## src/rtl/dcache_direct_wb_if.sv

```systemverilog
// dcache_direct_wb_if
//   Bundles the pipeline-side D-cache request and the line-refill/write-back
//   handshake to the next memory level.
//   Ports (signals):
//     proc_read/proc_write/proc_addr[29:0]/proc_wdata[31:0] : pipeline request
//     proc_stall/proc_rdata[31:0]                           : cache response
//     mem_read/mem_write/mem_addr[27:0]/mem_wdata[127:0]    : line request
//     mem_rdata[127:0]/mem_ready                            : line response
//   Modports: slave = the cache, master = pipeline + memory side driver.
interface dcache_direct_wb_if;
  logic         proc_read;
  logic         proc_write;
  logic [29:0]  proc_addr;
  logic [31:0]  proc_wdata;
  logic         proc_stall;
  logic [31:0]  proc_rdata;
  logic         mem_read;
  logic         mem_write;
  logic [27:0]  mem_addr;
  logic [127:0] mem_wdata;
  logic [127:0] mem_rdata;
  logic         mem_ready;

  modport slave (
    input  proc_read, proc_write, proc_addr, proc_wdata, mem_rdata, mem_ready,
    output proc_stall, proc_rdata, mem_read, mem_write, mem_addr, mem_wdata
  );

  modport master (
    output proc_read, proc_write, proc_addr, proc_wdata, mem_rdata, mem_ready,
    input  proc_stall, proc_rdata, mem_read, mem_write, mem_addr, mem_wdata
  );
endinterface

```

## src/rtl/dcache_direct_wb.sv

```systemverilog
// dcache_direct_wb
//   Direct-mapped, write-back, write-allocate L1 data cache with 4-word lines.
//   Hits complete in the request cycle; misses stall the pipeline while a
//   dirty victim is written back (WRITEBACK) and the line is refilled
//   (ALLOCATE).
//   Ports:
//     clk   : rising-edge clock
//     rst_n : asynchronous active-low reset (clears valid/dirty, FSM to IDLE)
//     bus   : dcache_direct_wb_if.slave (pipeline request + memory handshake)
module dcache_direct_wb #(
  parameter int INDEX_W = 3
) (
  input  logic                clk,
  input  logic                rst_n,
  dcache_direct_wb_if.slave   bus
);

  localparam int LINES = 1 << INDEX_W;
  localparam int TAG_W = 28 - INDEX_W;

  typedef enum logic [1:0] {
    S_IDLE      = 2'd0,
    S_WRITEBACK = 2'd1,
    S_ALLOCATE  = 2'd2
  } state_t;

  state_t state_r;
  state_t state_s;

  logic [LINES-1:0] valid_r;
  logic [LINES-1:0] dirty_r;
  logic [TAG_W-1:0] tag_r  [LINES];
  logic [127:0]     data_r [LINES];

  logic [1:0]         req_off_s;
  logic [INDEX_W-1:0] req_idx_s;
  logic [TAG_W-1:0]   req_tag_s;
  logic               req_s;
  logic               hit_s;
  logic [127:0]       line_s;

  logic               wr_hit_s;
  logic               refill_s;
  logic               stall_s;
  logic [31:0]        rdata_s;
  logic               mem_read_s;
  logic               mem_write_s;
  logic [27:0]        mem_addr_s;
  logic [127:0]       mem_wdata_s;

  assign req_off_s = bus.proc_addr[1:0];
  assign req_idx_s = bus.proc_addr[INDEX_W+1:2];
  assign req_tag_s = bus.proc_addr[29:INDEX_W+2];
  assign req_s     = bus.proc_read | bus.proc_write;
  assign line_s    = data_r[req_idx_s];
  assign hit_s     = valid_r[req_idx_s] && (tag_r[req_idx_s] == req_tag_s);

  // FSM state register
  always_ff @(posedge clk or negedge rst_n) begin
    if (!rst_n) begin
      state_r <= S_IDLE;
    end else begin
      state_r <= state_s;
    end
  end

  // Next-state logic, hit/miss handling and memory handshake outputs
  always_comb begin
    state_s     = state_r;
    wr_hit_s    = 1'b0;
    refill_s    = 1'b0;
    stall_s     = 1'b0;
    rdata_s     = 32'd0;
    mem_read_s  = 1'b0;
    mem_write_s = 1'b0;
    mem_addr_s  = 28'd0;
    mem_wdata_s = 128'd0;
    case (state_r)
      S_IDLE: begin
        if (req_s) begin
          if (hit_s) begin
            // A simultaneous read+write is serviced as a write.
            if (bus.proc_write) begin
              wr_hit_s = 1'b1;
            end else begin
              rdata_s = line_s[{req_off_s, 5'd0} +: 32];
            end
          end else begin
            stall_s = 1'b1;
            if (valid_r[req_idx_s] && dirty_r[req_idx_s]) begin
              state_s = S_WRITEBACK;
            end else begin
              state_s = S_ALLOCATE;
            end
          end
        end else begin
          state_s = S_IDLE;
        end
      end
      S_WRITEBACK: begin
        stall_s     = 1'b1;
        mem_write_s = 1'b1;
        mem_addr_s  = {tag_r[req_idx_s], req_idx_s};
        mem_wdata_s = line_s;
        if (bus.mem_ready) begin
          state_s = S_ALLOCATE;
        end else begin
          state_s = S_WRITEBACK;
        end
      end
      S_ALLOCATE: begin
        stall_s    = 1'b1;
        mem_read_s = 1'b1;
        mem_addr_s = bus.proc_addr[29:2];
        if (bus.mem_ready) begin
          refill_s = 1'b1;
          state_s  = S_IDLE;
        end else begin
          state_s  = S_ALLOCATE;
        end
      end
      default: begin
        state_s = S_IDLE;
      end
    endcase
  end

  // While reset is held the pipeline request may still be present; keep the
  // response quiet so stall does not reflect the (now invalid) lookup.
  assign bus.proc_stall = stall_s & rst_n;
  assign bus.proc_rdata = rst_n ? rdata_s : 32'd0;
  assign bus.mem_read   = mem_read_s;
  assign bus.mem_write  = mem_write_s;
  assign bus.mem_addr   = mem_addr_s;
  assign bus.mem_wdata  = mem_wdata_s;

  // Valid/dirty bookkeeping: refill installs a clean line, write hit dirties it
  always_ff @(posedge clk or negedge rst_n) begin
    if (!rst_n) begin
      valid_r <= '0;
      dirty_r <= '0;
    end else if (refill_s) begin
      valid_r[req_idx_s] <= 1'b1;
      dirty_r[req_idx_s] <= 1'b0;
    end else if (wr_hit_s) begin
      dirty_r[req_idx_s] <= 1'b1;
    end else begin
      valid_r <= valid_r;
      dirty_r <= dirty_r;
    end
  end

  // Tag and data arrays; contents are qualified by valid, so no reset needed
  always_ff @(posedge clk) begin
    if (refill_s) begin
      data_r[req_idx_s] <= bus.mem_rdata;
      tag_r[req_idx_s]  <= req_tag_s;
    end else if (wr_hit_s) begin
      data_r[req_idx_s][{req_off_s, 5'd0} +: 32] <= bus.proc_wdata;
    end
  end

endmodule

```

## src/flat_wrapper.sv

```systemverilog
// flat-port wrapper written by rule: the top's interface ports become plain ports
module dcache_direct_wb_flat 
#(
  parameter int INDEX_W = 3
)
  (clk, rst_n, bus_proc_read, bus_proc_write, bus_proc_addr, bus_proc_wdata, bus_mem_rdata, bus_mem_ready, bus_proc_stall, bus_proc_rdata, bus_mem_read, bus_mem_write, bus_mem_addr, bus_mem_wdata);
  dcache_direct_wb_if bus_i ();
  input  logic clk;
  input  logic rst_n;
  input wire logic [$bits(bus_i.proc_read)-1:0] bus_proc_read;
  input wire logic [$bits(bus_i.proc_write)-1:0] bus_proc_write;
  input wire logic [$bits(bus_i.proc_addr)-1:0] bus_proc_addr;
  input wire logic [$bits(bus_i.proc_wdata)-1:0] bus_proc_wdata;
  input wire logic [$bits(bus_i.mem_rdata)-1:0] bus_mem_rdata;
  input wire logic [$bits(bus_i.mem_ready)-1:0] bus_mem_ready;
  output wire logic [$bits(bus_i.proc_stall)-1:0] bus_proc_stall;
  output wire logic [$bits(bus_i.proc_rdata)-1:0] bus_proc_rdata;
  output wire logic [$bits(bus_i.mem_read)-1:0] bus_mem_read;
  output wire logic [$bits(bus_i.mem_write)-1:0] bus_mem_write;
  output wire logic [$bits(bus_i.mem_addr)-1:0] bus_mem_addr;
  output wire logic [$bits(bus_i.mem_wdata)-1:0] bus_mem_wdata;
  assign bus_i.proc_read = bus_proc_read;
  assign bus_i.proc_write = bus_proc_write;
  assign bus_i.proc_addr = bus_proc_addr;
  assign bus_i.proc_wdata = bus_proc_wdata;
  assign bus_i.mem_rdata = bus_mem_rdata;
  assign bus_i.mem_ready = bus_mem_ready;
  assign bus_proc_stall = bus_i.proc_stall;
  assign bus_proc_rdata = bus_i.proc_rdata;
  assign bus_mem_read = bus_i.mem_read;
  assign bus_mem_write = bus_i.mem_write;
  assign bus_mem_addr = bus_i.mem_addr;
  assign bus_mem_wdata = bus_i.mem_wdata;
  dcache_direct_wb #(.INDEX_W(INDEX_W)) u_core (.clk(clk), .rst_n(rst_n), .bus(bus_i));
endmodule
```

## config.mk

```make
export PLATFORM = sky130hd
export DESIGN_NAME = dcache_direct_wb_flat
export DESIGN_NICKNAME = d
export VERILOG_FILES = /design/src/rtl/dcache_direct_wb_if.sv /design/src/rtl/dcache_direct_wb.sv /design/src/flat_wrapper.sv
export SDC_FILE = /design/constraint.sdc
export NUM_CORES = 1
export LEC_CHECK = 0
export BUFFER_PORTS_ARGS = -buffer_cell sky130_fd_sc_hd__clkbuf_2
export CAP_MARGIN = 30
export CORE_MARGIN = 4
export CORE_UTILIZATION = 30
export DETAILED_ROUTE_END_ITERATION = 12
export GPL_TIMING_DRIVEN = 1
export SETUP_SLACK_MARGIN = 0.15
export SLEW_MARGIN = 10
export SYNTH_ARGS = -nofsm -noshare
export SYNTH_HDL_FRONTEND = slang
export SYNTH_SLANG_ARGS = --single-unit
```

## constraint.sdc

```tcl
create_clock -name clk -period 10.98 [get_ports clk]
set_input_delay 0.549 -clock clk [delete_from_list [all_inputs] [get_ports clk]]
set_output_delay 0.549 -clock clk [all_outputs]
set_load 0.02 [all_outputs]
```

* Yosys cells after proc, flatten, opt, wreduce, memory -nomap -nowiden
Memories as Yosys holds them, arrays and structs flattened.
Cells that the tools add are included.
** Word-level totals
- Flip-flop bits (word level) :: 18
- Memory bits (writable) :: 1224
- Input port bits :: 195
- Output and inout port bits :: 191
- Word-level logic and storage cells :: 320
- Memories kept :: 2
** Operators by class
- $add $sub $neg :: 1
- Magnitude comparators :: 2
- Equality and inequality tests :: 4
- Shifts and indexed selects :: 3
- Muxes and demuxes :: 165
- Bitwise operators :: 134
- Reduce and logical (&&, ||, !) cells :: 6
** Memory list
- u_core.data_r :: words 8, bits a word 128, rd ports 1, clocked after memory_dff 0, write ports 1, line dcache_direct_wb.sv:33 : logic [127:0] data_r [LINES];
- u_core.tag_r :: words 8, bits a word 25, rd ports 1, clocked after memory_dff 0, write ports 1, line dcache_direct_wb.sv:32 : logic [TAG_W-1:0] tag_r [LINES];
** Operators with widths (count)
- two-way mux 128 bit :: 2
- two-way mux 32 bit :: 5
- two-way mux 1 bit :: 145
- bitwise OR 1 bit :: 129
- variable shift 32 x 9 -> 128 bit (first input constant) :: 1
- variable part select 128 x 8 -> 32 bit :: 1
- variable part select 32 x 9 -> 128 bit :: 1
- one-hot mux 28 bit (2 select lines) :: 1
- == test 25 bit :: 1
- two-way mux 8 bit :: 2
- bitwise OR 8 bit :: 2
- two-way mux 2 bit :: 5
- negator 7 -> 9 bit :: 1
- bitwise AND 8 bit :: 1
- NOT 8 bit :: 1
- binary-select mux 1 bit (select 3 bit) :: 2
- one-hot mux 2 bit (3 select lines) :: 1
- less-than comparator 3 x 4 -> 1 bit (second input constant) :: 1
- demux 1 bit (select 3 bit) :: 1
- >= comparator 3 x 1 -> 1 bit (second input constant) :: 1
- logical AND 1 bit :: 3
- != test 3 bit (second input constant) :: 1
- == test 2 x 1 -> 1 bit (second input constant) :: 1
- == test 2 bit (second input constant) :: 1
- 5 further kinds :: 5

* Depth between registers and ports, before layout
- Depth in word-level cells :: 10
- Depth in mapped cells :: 15
- Mapped depth without buffers :: 10

* Worst setup path before layout
OpenSTA, ideal clock, no wires.
- Path kind :: input to register
- From :: input bus_proc_addr[2]
- To :: memory u_core.data_r[0][0], enable pin
- Setup time :: 422 ps
- Data arrival time :: 4390 ps
- Data required time :: 10558 ps
- Setup slack :: 6169 ps
- Cell stages on the path :: 13
- Path buffers :: 5
- Cell sequence :: buf_6 > buf_6 > buf_4 > mux2_2 > o22ai_1 > nor3_1 > nor4_1 > nand4_1 > or4_1 > buf_2 > and2_4 > buf_6 > nor2_1
** On the way
- Cells in the longest elaborated chain, start to end :: 10
- Elaborated cells on any way between the ends :: 12
- Classes of those cells :: eq/ne (1); mux (8); bitwise (1); reduce/logical (1); memory (1)
** RTL lines
- from (decl) :: line flat_wrapper.sv:12 : input wire logic [$bits(bus_i.proc_addr)-1:0] bus_proc_addr;
- memory read (8 x 25 bit) or binary-select mux 1 bit (select 3 bit) (tied branches)
- == test 25 bit or two-way mux 1 bit (tied branches) :: line dcache_direct_wb.sv:56 : assign hit_s = valid_r[req_idx_s] && (tag_r[req_idx_s] == req_tag_s);
- logical AND 1 bit :: line dcache_direct_wb.sv:56
- two-way mux 1 bit :: line dcache_direct_wb.sv:81 : if (hit_s) begin
- two-way mux 1 bit :: line dcache_direct_wb.sv:80 : if (req_s) begin
- two-way mux 1 bit :: line dcache_direct_wb.sv:78 : case (state_r)
- two-way mux 1 bit :: line dcache_direct_wb.sv:158 : end else if (wr_hit_s) begin
- two-way mux 1 bit :: line dcache_direct_wb.sv:155 : if (refill_s) begin
- two-way mux 128 bit (implied by the code) :: line dcache_direct_wb.sv:159 : data_r[req_idx_s][{req_off_s, 5'd0} +: 32] <= bus.proc_wdata;
- bitwise OR 1 bit (no source line)
- to (decl) :: line dcache_direct_wb.sv:33
Several ways; a longest one is shown, not always the timed one. The select of a mux whose other input is x is not followed.

* Final worst setup path
- From :: input bus_proc_addr[2]
- To :: output bus_proc_rdata[14]
** On the way
- Cells in the longest elaborated chain, start to end :: 7
- Elaborated cells on any way between the ends :: 12
- Classes of those cells :: eq/ne (1); shift (1); mux (7); reduce/logical (1); memory (2)
** RTL lines
- memory read (8 x 128 bit) (tied with other cells)
- variable part select 128 x 8 -> 32 bit (tied with other cells) :: line dcache_direct_wb.sv:86 : rdata_s = line_s[{req_off_s, 5'd0} +: 32];
- two-way mux 32 bit or logical AND 1 bit (tied branches) :: line dcache_direct_wb.sv:83, dcache_direct_wb.sv:56
- two-way mux 32 bit (*) :: line dcache_direct_wb.sv:81
- two-way mux 32 bit (*) :: line dcache_direct_wb.sv:80
- two-way mux 32 bit (*) :: line dcache_direct_wb.sv:78
- two-way mux 32 bit (*) :: line dcache_direct_wb.sv:131 : assign bus.proc_rdata = rst_n ? rdata_s : 32'd0;
- to (decl) :: line flat_wrapper.sv:17 : output wire logic [$bits(bus_i.proc_rdata)-1:0] bus_proc_rdata;
Every way passes the cells marked *; elsewhere a longest branch is shown, timed or not. The select of a mux whose other input is x is not followed.

==> impl_metrics.py <==
metrics = {
    "status": {
        "status": "completed",
    },
    "cells_and_area": {
        "layout-drive-gt1-share": 0.234,
        "synthToLayoutAreaGrowth_pct": 18.3,
        "fillCellCount": 15663,
        "regArea_um2": 37200,
        "nets": 3809,
        "instances_no_fill": 5900,
        "multi_input_area_um2": 12100,
    },
    "yosys": {
        "synth_edf_count": 1224,
        "ys_warn_count": 0,
        "postSynth.asyncResetShare": 0.0145,
        "synth_common_cells": "edfxtp_1 (1224), a22oi_1 (311), nand2_1 (308)",
        "synthesis.area_um2": 50000,
        "synthTopCellsByArea": "edfxtp_1 (74%), a22oi_1 (4.7%), nand2_1 (2.3%), mux4_2 (2.2%), mux2i_1 (1.8%)",
        "synth_top_area_cell": "edfxtp_1",
        "synth-seq-cells": 1242,
        "yosysTopAreaCellShare": 0.735,
        "ys.flop_type": "edfxtp_1",
        "syn_nets": 3404,
        "seq_area_frac_synth": 0.744,
        "synth.avg_cell_area_um2": 15.6,
        "synth_most_common_cell": "edfxtp_1",
        "synth_cells": 3200,
        "yosysUniqueCellTypes": 73,
    },
    "clock_network": {
        "cts_tree": "done",
        "clk_path_buf_depth": 3,
        "clkSinkCount": 1242,
        "clk_transition_reported_paths_ps": 60,
        "root_buffer": "clkbuf_16",
        "numCtsBuffers": 118,
        "insertion_delay_ps": 760,
        "hold_buffers": 1,
        "cts_htree_levels": 3,
        "ctsResizeCount": 0,
        "post-cts-setup-buffer-count": 0,
    },
    "routing": {
        "routedWlPerCell_um": 29.4,
        "num_vias": 31749,
        "ant_nets": 0,
        "vias_per_cell": 5.38,
        "dr.first_iter.drc_count": 3786,
        "drcViolationCount": 0,
        "wl_um": 173000,
        "dr.pass1.iters": 5,
    },
    "power": {
        "seqPwrFrac": 0.499,
        "pwr-share-comb": 0.117,
        "sw_frac_of_total": 0.254,
        "leakage_nw": 19.5,
        "total_power_mw": 10.9,
        "p_int_mw": 8.14,
        "power_per_cell_area_nw_per_um2": 184,
        "vdd_drop_max_mv": 0.132,
        "power_switching_mw": 2.77,
        "clkPwrFrac": 0.384,
    },
    "floorplan": {
        "start_util": 0.302,
        "floorplan.rows": 149,
        "ioPinCount": 386,
        "dieWidth_um": 416,
        "die_h_um": 416,
        "core-area_um2": 165000,
        "die_area_um2": 173000,
    },
    "worst_hold_path": {
        "whs_path_depth": 1,
        "hp-class": "input port to register",
        "hp-start": "bus_proc_addr[9]",
        "whs_endpoint": "u_core.tag_r[4][4]",
    },
    "global_route": {
        "antenna_found_initial": 11,
        "overflow": 0,
        "grt_pass1_wl_um": 239000,
        "track_usage": 0.193,
        "grt_pass1_vias": 30543,
        "grt_max_degree": 107,
    },
    "timing": {
        "fin_ws_ps": 4780,
        "drv_slew": 0,
        "finalHoldViolCount": 0,
        "hold_ws_ps": 130,
        "finalSetupViolations": 0,
        "rsz0062_at_grt": "false",
        "timing.final.crit_share": 0.565,
        "relSlewSlack": 0.229,
        "finalCriticalPeriod_ps": 6200,
        "max_freq_ghz": 0.161,
        "tightestPinTransition_ps": 1160,
        "final.setup.tns_ps": 0,
        "skew_ps": 76.0,
    },
    "setup_path": {
        "r2r-end": "u_core.data_r[5][15]",
        "rrSetupSlack_ps": 6320,
        "r2r_cells": 10,
        "cp_max_fo": 82,
        "crit_path_start": "bus_proc_addr[2]",
        "worstReg2RegStart": "u_core.tag_r[3][18]",
        "cp-end-kind": "output pin",
        "start_kind": "input port",
        "critPathKind": "input port to output pin",
        "cp.required_ps": 10430,
        "critPathArrivalTime_ps": 5660,
    },
    "run": {
        "max_cap_viol_count": 0,
    },
    "place": {
        "place_ws_ps": 4510,
        "place_congestion": 0.829,
        "io_buffers": 385,
        "dpl.cell_count": 5657,
        "post-dp-hpwl_um": 115000,
    },
}
## layout make-up
cell class,instances,share of cell area
antenna,3,0.000127
clock buffer,141,0.0519
clock inverter,82,0.0157
inverter,7,0.000487
multi-input combinational,1734,0.205
sequential,1242,0.629
tap,2189,0.0463
timing repair buffer,502,0.0509
## worst max-delay path, cell delays in order
cell,delay (ps)
clkbuf_8,630
buf_4,720
inv_1,430
nor2_4,180
buf_4,680
buf_4,870
a22oi_1,200
and4_1,290
mux4_2,610
nor2_1,140
clkbuf_2,190
## worst max-delay path by stage
stage                                       end
after floorplan             u_core.data_r[0][0]
after global placement    u_core.data_r[4][105]
after detailed placement    u_core.data_r[5][9]
after CTS                    bus_proc_rdata[14]
after global routing         bus_proc_rdata[30]
final                        bus_proc_rdata[14]
## metal layers
metal	wire [um]	GRT usage	vias up
met5	82	0	-
met4	11800	0.111	12
met3	13100	0.0323	321
met2	83700	0.321	1635
met1	64600	0.237	16246
li1	-	-	13535
## flip-flops by register name (all words and copies together), names as in the netlist, named ones only
register,cells
u_core.tag_r,200
u_core.state_r,2
u_core.data_r,1024
u_core.valid_r,8
## metrics by stage
stage / util / area [um^2]
floorplan: - / 50000
global placement: 0.331 / 54700
detailed placement: 0.333 / 55000
CTS: 0.357 / 59000
global route: 0.358 / 59100
finish: 0.358 / 59100
## kinds of logic (layout without fill, tap and decap cells)
| group | after synthesis | in the layout | synth area share |
|---|---|---|---|
| xor+xnor | 9 | 9 | 0.00158 |
| fa+ha+maj | 9 | 9 | 0.00225 |
| flops | 1242 | 1242 | 0.744 |
| other cells | 0 | 3 | 0 |
| buf+inv | 224 | 732 | 0.0200 |
| mux | 195 | 195 | 0.0525 |
| simple gates | 772 | 772 | 0.0727 |
| compound gates | 749 | 749 | 0.107 |
## placed cells by master, fill, tap and decap left out, types with 9 or more instances in the layout
| cell type | instances |
|---|---|
| edfxtp_1 | 1224 |
| clkbuf_2 | 382 |
| a22oi_1 | 311 |
| nand2_1 | 308 |
| nor2_1 | 181 |
| o21ai_0 | 133 |
| clkbuf_16 | 118 |
| mux2i_1 | 88 |
| a221oi_1 | 88 |
| buf_4 | 82 |
| mux2_2 | 58 |
| a22o_1 | 55 |
| and4_1 | 48 |
| mux4_2 | 48 |
| and3_1 | 47 |
| a21oi_1 | 43 |
| nor2_4 | 38 |
| and2_1 | 32 |
| clkinv_2 | 25 |
| o21ai_1 | 24 |
| clkinv_1 | 24 |
| o22ai_1 | 20 |
| clkbuf_1 | 20 |
| dfrtp_1 | 18 |
| nor2b_1 | 17 |
| buf_2 | 17 |
| nor3_1 | 16 |
| bufinv_16 | 16 |
| o31ai_1 | 14 |
| nand3_1 | 14 |
| a221o_1 | 12 |
| or2_2 | 10 |
| buf_12 | 10 |
| a21boi_0 | 9 |
| nor2_2 | 9 |
| ha_1 | 9 |
| clkinvlp_4 | 9 |
## power groups by stage
stage / combinational [mW] / clock, mW / sequential, mW
CTS: 1.29 / 4.24 / 5.44
global placement: 1.26 / 0 / 5.53
detailed placement: 1.28 / 0 / 5.54
global route: 1.35 / 4.44 / 5.45
finish: 1.28 / 4.19 / 5.44
floorplan: 0.669 / 0 / 5.53
Power figures use the tool's default switching activity.
